[src/rtl/csr_timer_pkg.sv]
// Shared register map and bit positions for the csr_timer CSR responder.
// Latency: n/a (constants only). Backpressure: n/a.
package csr_timer_pkg;

    localparam logic [2:0] CSR_TIMER_CTRL      = 3'd0;
    localparam logic [2:0] CSR_TIMER_STAT      = 3'd1;
    localparam logic [2:0] CSR_TIMER_RELOAD_LO = 3'd2;
    localparam logic [2:0] CSR_TIMER_RELOAD_HI = 3'd3;
    localparam logic [2:0] CSR_TIMER_COUNT_LO  = 3'd4;
    localparam logic [2:0] CSR_TIMER_COUNT_HI  = 3'd5;
    localparam logic [2:0] CSR_TIMER_PRESCALE  = 3'd6;
    localparam logic [2:0] CSR_TIMER_ID        = 3'd7;

    localparam int CTRL_EN   = 0;
    localparam int CTRL_AUTO = 1;
    localparam int CTRL_IEN  = 2;
    localparam int CTRL_LOAD = 3;

    localparam int STAT_ZF   = 0;

endpackage

[src/rtl/csr_timer_prescaler.sv]
// Tick divider: one tick every div+1 cycles while en; div is sampled at each wrap.
// Latency: first tick div+1 cycles after enable/restart. Backpressure: none.
module csr_timer_prescaler (
    input  logic        sys_clk,
    input  logic        sys_rst,
    input  logic        en,
    input  logic        restart,
    input  logic [15:0] div,
    output logic        tick
);

    logic [15:0] cnt;
    logic [15:0] div_act;

    assign tick = en && !restart && (cnt == div_act);

    // div_act only follows div at a wrap or while idle, so reprogramming never shortens a period mid-flight
    always_ff @(posedge sys_clk or posedge sys_rst) begin
        if (sys_rst) begin
            cnt     <= '0;
            div_act <= '0;
        end else if (!en || restart) begin
            cnt     <= '0;
            div_act <= div;
        end else if (cnt == div_act) begin
            cnt     <= '0;
            div_act <= div;
        end else begin
            cnt     <= cnt + 16'd1;
        end
    end

endmodule

[src/rtl/csr_timer.sv]
// 32-bit down-counting CSR timer with reload, one-shot/auto modes, sticky ZF irq; prescaler under CSR_TIMER_PRESCALER_EN.
// Latency: csr_do and irq are registered, 1 cycle. Backpressure: none, the bridge times every access.
module csr_timer
    import csr_timer_pkg::*;
#(
    parameter logic [15:0] TIMER_ID = 16'h7431
) (
    input  logic        sys_clk,
    input  logic        sys_rst,
    input  logic [2:0]  csr_a,
    input  logic        csr_we,
    input  logic [15:0] csr_di,
    output logic [15:0] csr_do,
    output logic        irq
);

    logic        en;
    logic        auto_rl;
    logic        ien;
    logic        zf;
    logic [31:0] reload;
    logic [31:0] count;
    logic [15:0] shadow_hi;
    logic        tick;
    logic [15:0] rd_dat;

    logic wr_ctrl;
    logic load;
    logic zero_evt;
    logic stat_clr;

    assign wr_ctrl  = csr_we && (csr_a == CSR_TIMER_CTRL);
    assign load     = wr_ctrl && csr_di[CTRL_LOAD];
    assign zero_evt = tick && !load && (count == 32'd0);
    assign stat_clr = csr_we && (csr_a == CSR_TIMER_STAT) && csr_di[STAT_ZF];

`ifdef CSR_TIMER_PRESCALER_EN
    logic [15:0] prescale;

    always_ff @(posedge sys_clk or posedge sys_rst) begin
        if (sys_rst) begin
            prescale <= '0;
        end else if (csr_we && (csr_a == CSR_TIMER_PRESCALE)) begin
            prescale <= csr_di;
        end
    end

    csr_timer_prescaler u_prescaler (
        .sys_clk (sys_clk),
        .sys_rst (sys_rst),
        .en      (en),
        .restart (load),
        .div     (prescale),
        .tick    (tick)
    );
`else
    assign tick = en;
`endif

    // LOAD beats a coincident tick; zero is tested before the decrement so count never wraps
    always_ff @(posedge sys_clk or posedge sys_rst) begin
        if (sys_rst) begin
            count <= '0;
        end else if (load) begin
            count <= reload;
        end else if (tick) begin
            if (count != 32'd0) begin
                count <= count - 32'd1;
            end else if (auto_rl) begin
                count <= reload;
            end
        end
    end

    always_ff @(posedge sys_clk or posedge sys_rst) begin
        if (sys_rst) begin
            en      <= 1'b0;
            auto_rl <= 1'b0;
            ien     <= 1'b0;
        end else if (wr_ctrl) begin
            en      <= csr_di[CTRL_EN];
            auto_rl <= csr_di[CTRL_AUTO];
            ien     <= csr_di[CTRL_IEN];
        end else if (zero_evt && !auto_rl) begin
            en      <= 1'b0;
        end
    end

    always_ff @(posedge sys_clk or posedge sys_rst) begin
        if (sys_rst) begin
            zf <= 1'b0;
        end else if (zero_evt) begin
            zf <= 1'b1;
        end else if (stat_clr) begin
            zf <= 1'b0;
        end
    end

    always_ff @(posedge sys_clk or posedge sys_rst) begin
        if (sys_rst) begin
            reload <= '0;
        end else if (csr_we && (csr_a == CSR_TIMER_RELOAD_LO)) begin
            reload[15:0] <= csr_di;
        end else if (csr_we && (csr_a == CSR_TIMER_RELOAD_HI)) begin
            reload[31:16] <= csr_di;
        end
    end

    // Reading LO freezes the matching HI half so a LO-then-HI pair is never torn
    always_ff @(posedge sys_clk or posedge sys_rst) begin
        if (sys_rst) begin
            shadow_hi <= '0;
        end else if (csr_a == CSR_TIMER_COUNT_LO) begin
            shadow_hi <= count[31:16];
        end
    end

    always_comb begin
        rd_dat = '0;
        case (csr_a)
            CSR_TIMER_CTRL:      rd_dat = {13'd0, ien, auto_rl, en};
            CSR_TIMER_STAT:      rd_dat = {15'd0, zf};
            CSR_TIMER_RELOAD_LO: rd_dat = reload[15:0];
            CSR_TIMER_RELOAD_HI: rd_dat = reload[31:16];
            CSR_TIMER_COUNT_LO:  rd_dat = count[15:0];
            CSR_TIMER_COUNT_HI:  rd_dat = shadow_hi;
`ifdef CSR_TIMER_PRESCALER_EN
            CSR_TIMER_PRESCALE:  rd_dat = prescale;
`endif
            CSR_TIMER_ID:        rd_dat = TIMER_ID;
            default:             rd_dat = '0;
        endcase
    end

    always_ff @(posedge sys_clk or posedge sys_rst) begin
        if (sys_rst) begin
            csr_do <= '0;
            irq    <= 1'b0;
        end else begin
            csr_do <= rd_dat;
            irq    <= ien && zf;
        end
    end

endmodule
[config.mk]
export PLATFORM = sky130hd
export DESIGN_NAME = csr_timer
export DESIGN_NICKNAME = d
export VERILOG_FILES = /design/src/rtl/csr_timer_pkg.sv /design/src/rtl/csr_timer_prescaler.sv /design/src/rtl/csr_timer.sv
export SDC_FILE = /design/constraint.sdc
export NUM_CORES = 1
export LEC_CHECK = 0
export BUFFER_PORTS_ARGS = -buffer_cell sky130_fd_sc_hd__clkbuf_2
export CORE_ASPECT_RATIO = 0.8
export CORE_UTILIZATION = 65
export DETAILED_ROUTE_END_ITERATION = 8
export GPL_TIMING_DRIVEN = 1
export PLACE_DENSITY = 0.85
export SLEW_MARGIN = 20
export SYNTH_ARGS = -nofsm -noshare
export SYNTH_HDL_FRONTEND = slang
export SYNTH_SLANG_ARGS = --single-unit
[constraint.sdc]
create_clock -name sys_clk -period 9 [get_ports sys_clk]
set_input_delay 1.8 -clock sys_clk [delete_from_list [all_inputs] [get_ports sys_clk]]
set_output_delay 1.8 -clock sys_clk [all_outputs]
set_load 0.02 [all_outputs]
==> flow_metrics.py <==
metrics = {
    "grt": {
        "grt_first_pass_wirelength_um": 23000,
        "grt_pass1_vias": 4253,
        "overflow": 0,
        "grt_max_degree": 86,
        "antenna_found_initial": 0,
        "grtUsageTotal_pct": 37.6,
    },
    "clock_network": {
        "hold_buffers": 0,
        "cts_tree": "yes",
        "worstSkewPairLatency_ps": 390,
        "cts_htree_levels": 3,
        "root_buffer": "clkbuf_8",
        "cts_setup_buffers": 0,
        "cts.path.max_buffers": 2,
        "clk_pin_slew_ps": 80,
        "cts_made_buffers": 9,
        "cts.sinks": 101,
        "cts_resized": 0,
    },
    "power": {
        "p_comb_share_pct": 25.8,
        "power_switching_w": 0.000486,
        "ir_drop_mv": 0.135,
        "switching_share_pct": 37.5,
        "seq_power_share_pct": 53.7,
        "p_int_w": 0.000811,
        "powerDensity_nw_per_um2": 229,
        "p_leak_nw": 2.35,
        "clkPwrFrac_pct": 20.5,
    },
    "setup_path": {
        "worstSetupEndpointType": "flip-flop",
        "crit_path_start_kind": "input pin",
        "worst_path_dominant_cell_family": "simple AND/OR/NAND/NOR gates",
        "path_max_fanout": 43,
        "critical_path_buf_inv_count": 1,
        "slowest_delay_ps": 660,
        "cp_slowest_cell": "nor4b_2",
        "rrSetupSlack_ps": 5750,
        "critical_path_arrival_ps": 4850,
        "cp.required_ps": 9270,
        "worst-setup-path-type": "input pin to flip-flop",
        "crit_path_cell_trace": "clkbuf_2 > nor4b_2 > nand2_1 > o21ai_2 > mux2_1 > a32o_1",
    },
    "sta": {
        "timing.final.ws_setup_ps": 4430,
        "grt_setup_unrepaired": "false",
        "fin_worst_skew_ps": 10.9,
        "fin_setup_tns_ps": 0,
        "setup_violations": 0,
        "slew_viol_final": 0,
        "fin_crit_ps": 4570,
        "period_share_pct": 50.8,
        "hold_violations": 0,
        "holdWs_ps": 494,
        "tightest_slew_ps": 1150,
        "max_freq_mhz": 219,
        "relSlewSlack_pct": 23.4,
    },
    "logic_synthesis": {
        "postSynthCellCount": 499,
        "ys_types": 66,
        "synth-seq-cells": 101,
        "yosysTopAreaCell": "dfrtp_1",
        "yosysSeqAreaShare_pct": 47.9,
        "synth_top_area_share_pct": 47.9,
        "syn-num-nets": 523,
        "synth-edff-count": 0,
        "synth-async-reset-ratio_pct": 100,
        "postSynthAreaPerCell_um2": 10.6,
        "syn-cell-area_um2": 5280,
        "ys_top_cells_by_area": "dfrtp_1 48%, mux2_1 5.8%, mux2_2 4.5%, nand2_1 3.0%, mux2i_1 2.7%",
        "ys_warn_count": 0,
        "yosys_most_used_dff": "dfrtp_1",
    },
    "drt": {
        "wl_um": 14800,
        "dr.pass1.iters": 8,
        "drc": 0,
        "vias": 4573,
        "wire_per_inst_um": 23.7,
        "via_per_inst": 7.29,
        "antenna_left": 0,
        "drt_iter0_markers": 563,
    },
    "placement": {
        "port_buffers": 38,
        "dp.cells": 610,
        "place_ws_ps": 4130,
        "post-dp-hpwl_um": 9960,
        "gp_congestion": 0.964,
    },
    "layout": {
        "final_cells": 627,
        "drive_gt1_share_pct": 18.4,
        "fillers": 572,
        "regArea_um2": 2530,
        "multi_input_area_um2": 2550,
        "synthToLayoutAreaGrowth_pct": 7.25,
        "final_cell_mix": "101 x dfrtp_1, 42 x nand2_1, 38 x clkbuf_2",
        "layout_commonest_cell": "dfrtp_1",
        "fin_nets": 541,
        "diodes": 0,
    },
    "floorplanning": {
        "ios": 39,
        "die_width_um": 103,
        "start_util_pct": 69.1,
        "die_h_um": 82.6,
        "core_um2": 7640,
        "rows": 28,
        "die_area_um2": 8490,
    },
    "run": {
        "maxCapViolCount": 0,
    },
    "min_path": {
        "hp-class": "flip-flop to flip-flop",
    },
    "run_status": {
        "status": "finished, final reports clean",
    },
}
## flip-flops by register name, summed over array words and instances (netlist names)
register / count
auto_rl: 1
shadow_hi: 16
reload: 32
zf: 1
csr_do: 16
en: 1
irq: 1
ien: 1
count: 32
## cell type report
type / instances / share of cell area, %
clock buffers: 15 / 2.94
clock inverters: 1 / 0.0884
inverters: 11 / 0.774
multi-input cells: 351 / 45.1
flip-flops and latches: 101 / 44.7
well taps: 105 / 2.32
repair buffers: 43 / 4.16
## synth_stat cells, types with 10 or more instances
master / n
o21ai_0: 14
nand2_1: 42
mux2_2: 21
mux2_1: 27
o22ai_1: 11
mux2i_1: 14
dfrtp_1: 101
clkbuf_1: 24
nor2_1: 22
o21ai_1: 18
inv_1: 10
nor3_1: 11
a22oi_1: 17
nor4_1: 11
a21oi_1: 26
## cells by family (layout without fill, tap and decap cells)
logic type	after synthesis	in the layout	synth area share [%]
AND/OR/NAND/NOR	146	146	16.3
AO/OA/AOI/OAI	141	141	18.6
multiplexers	62	62	12.9
flip-flops	101	101	47.9
buffers and inverters	47	70	3.89
adder cells (fa/ha/maj)	2	2	0.474
## stage by stage
| stage | power, W | util, % | instance area [um2] |
|---|---|---|---|
| after global routing | 0.00136 | 74.1 | 5660 |
| after detailed placement | 0.00102 | 71.7 | 5470 |
| after CTS | 0.00128 | 73.9 | 5650 |
| after global placement | 0.00101 | 71.6 | 5470 |
| final | 0.00130 | 74.1 | 5660 |
| after floorplan | 0.000906 | - | 5280 |
## path summary, 6_finish.rpt
check | start | endpoint | depth (start not counted)
hold / removal | shadow_hi[9]$_DFFE_PP0N_ | shadow_hi[9]$_DFFE_PP0N_ | 1
setup reg to reg | count[0]$_DFFE_PP0P_ | count[20]$_DFFE_PP0P_ | 7
setup / recovery | csr_a[0] | count[29]$_DFFE_PP0P_ | 6
max in group asynchronous | sys_rst | count[25]$_DFFE_PP0P_ | 3
hold reg to reg | shadow_hi[9]$_DFFE_PP0N_ | shadow_hi[9]$_DFFE_PP0N_ | 1
min in group asynchronous | sys_rst | reload[13]$_DFFE_PP0P_ | 2
## per-layer routing
layer  share of wire (%)  global-route usage, %  wire, um
met5                   0                      0         0
met4                 4.0                   17.7       592
met3                  11                   10.3      1640
met2                  44                   56.7      6580
met1                  41                   50.6      6020
## power by group through the flow
stage,registers [W],clock network (W),logic [W]
floorplan,0.000649,0,0.000257
global placement,0.000691,0,0.000315
detailed placement,0.000698,0,0.000326
CTS,0.000688,0.000267,0.000328
global route,0.000709,0.000284,0.000366
finish,0.000696,0.000266,0.000335
## worst register-to-register path, cell delays in order (launching register included)
cell	delay [ps]
dfrtp_1	490
inv_1	150
ha_1	160
nor4b_1	490
nand4_2	420
o31ai_4	750
nand2_1	370
a32o_1	320
No activity file was read; power rests on OpenSTA's default activity.
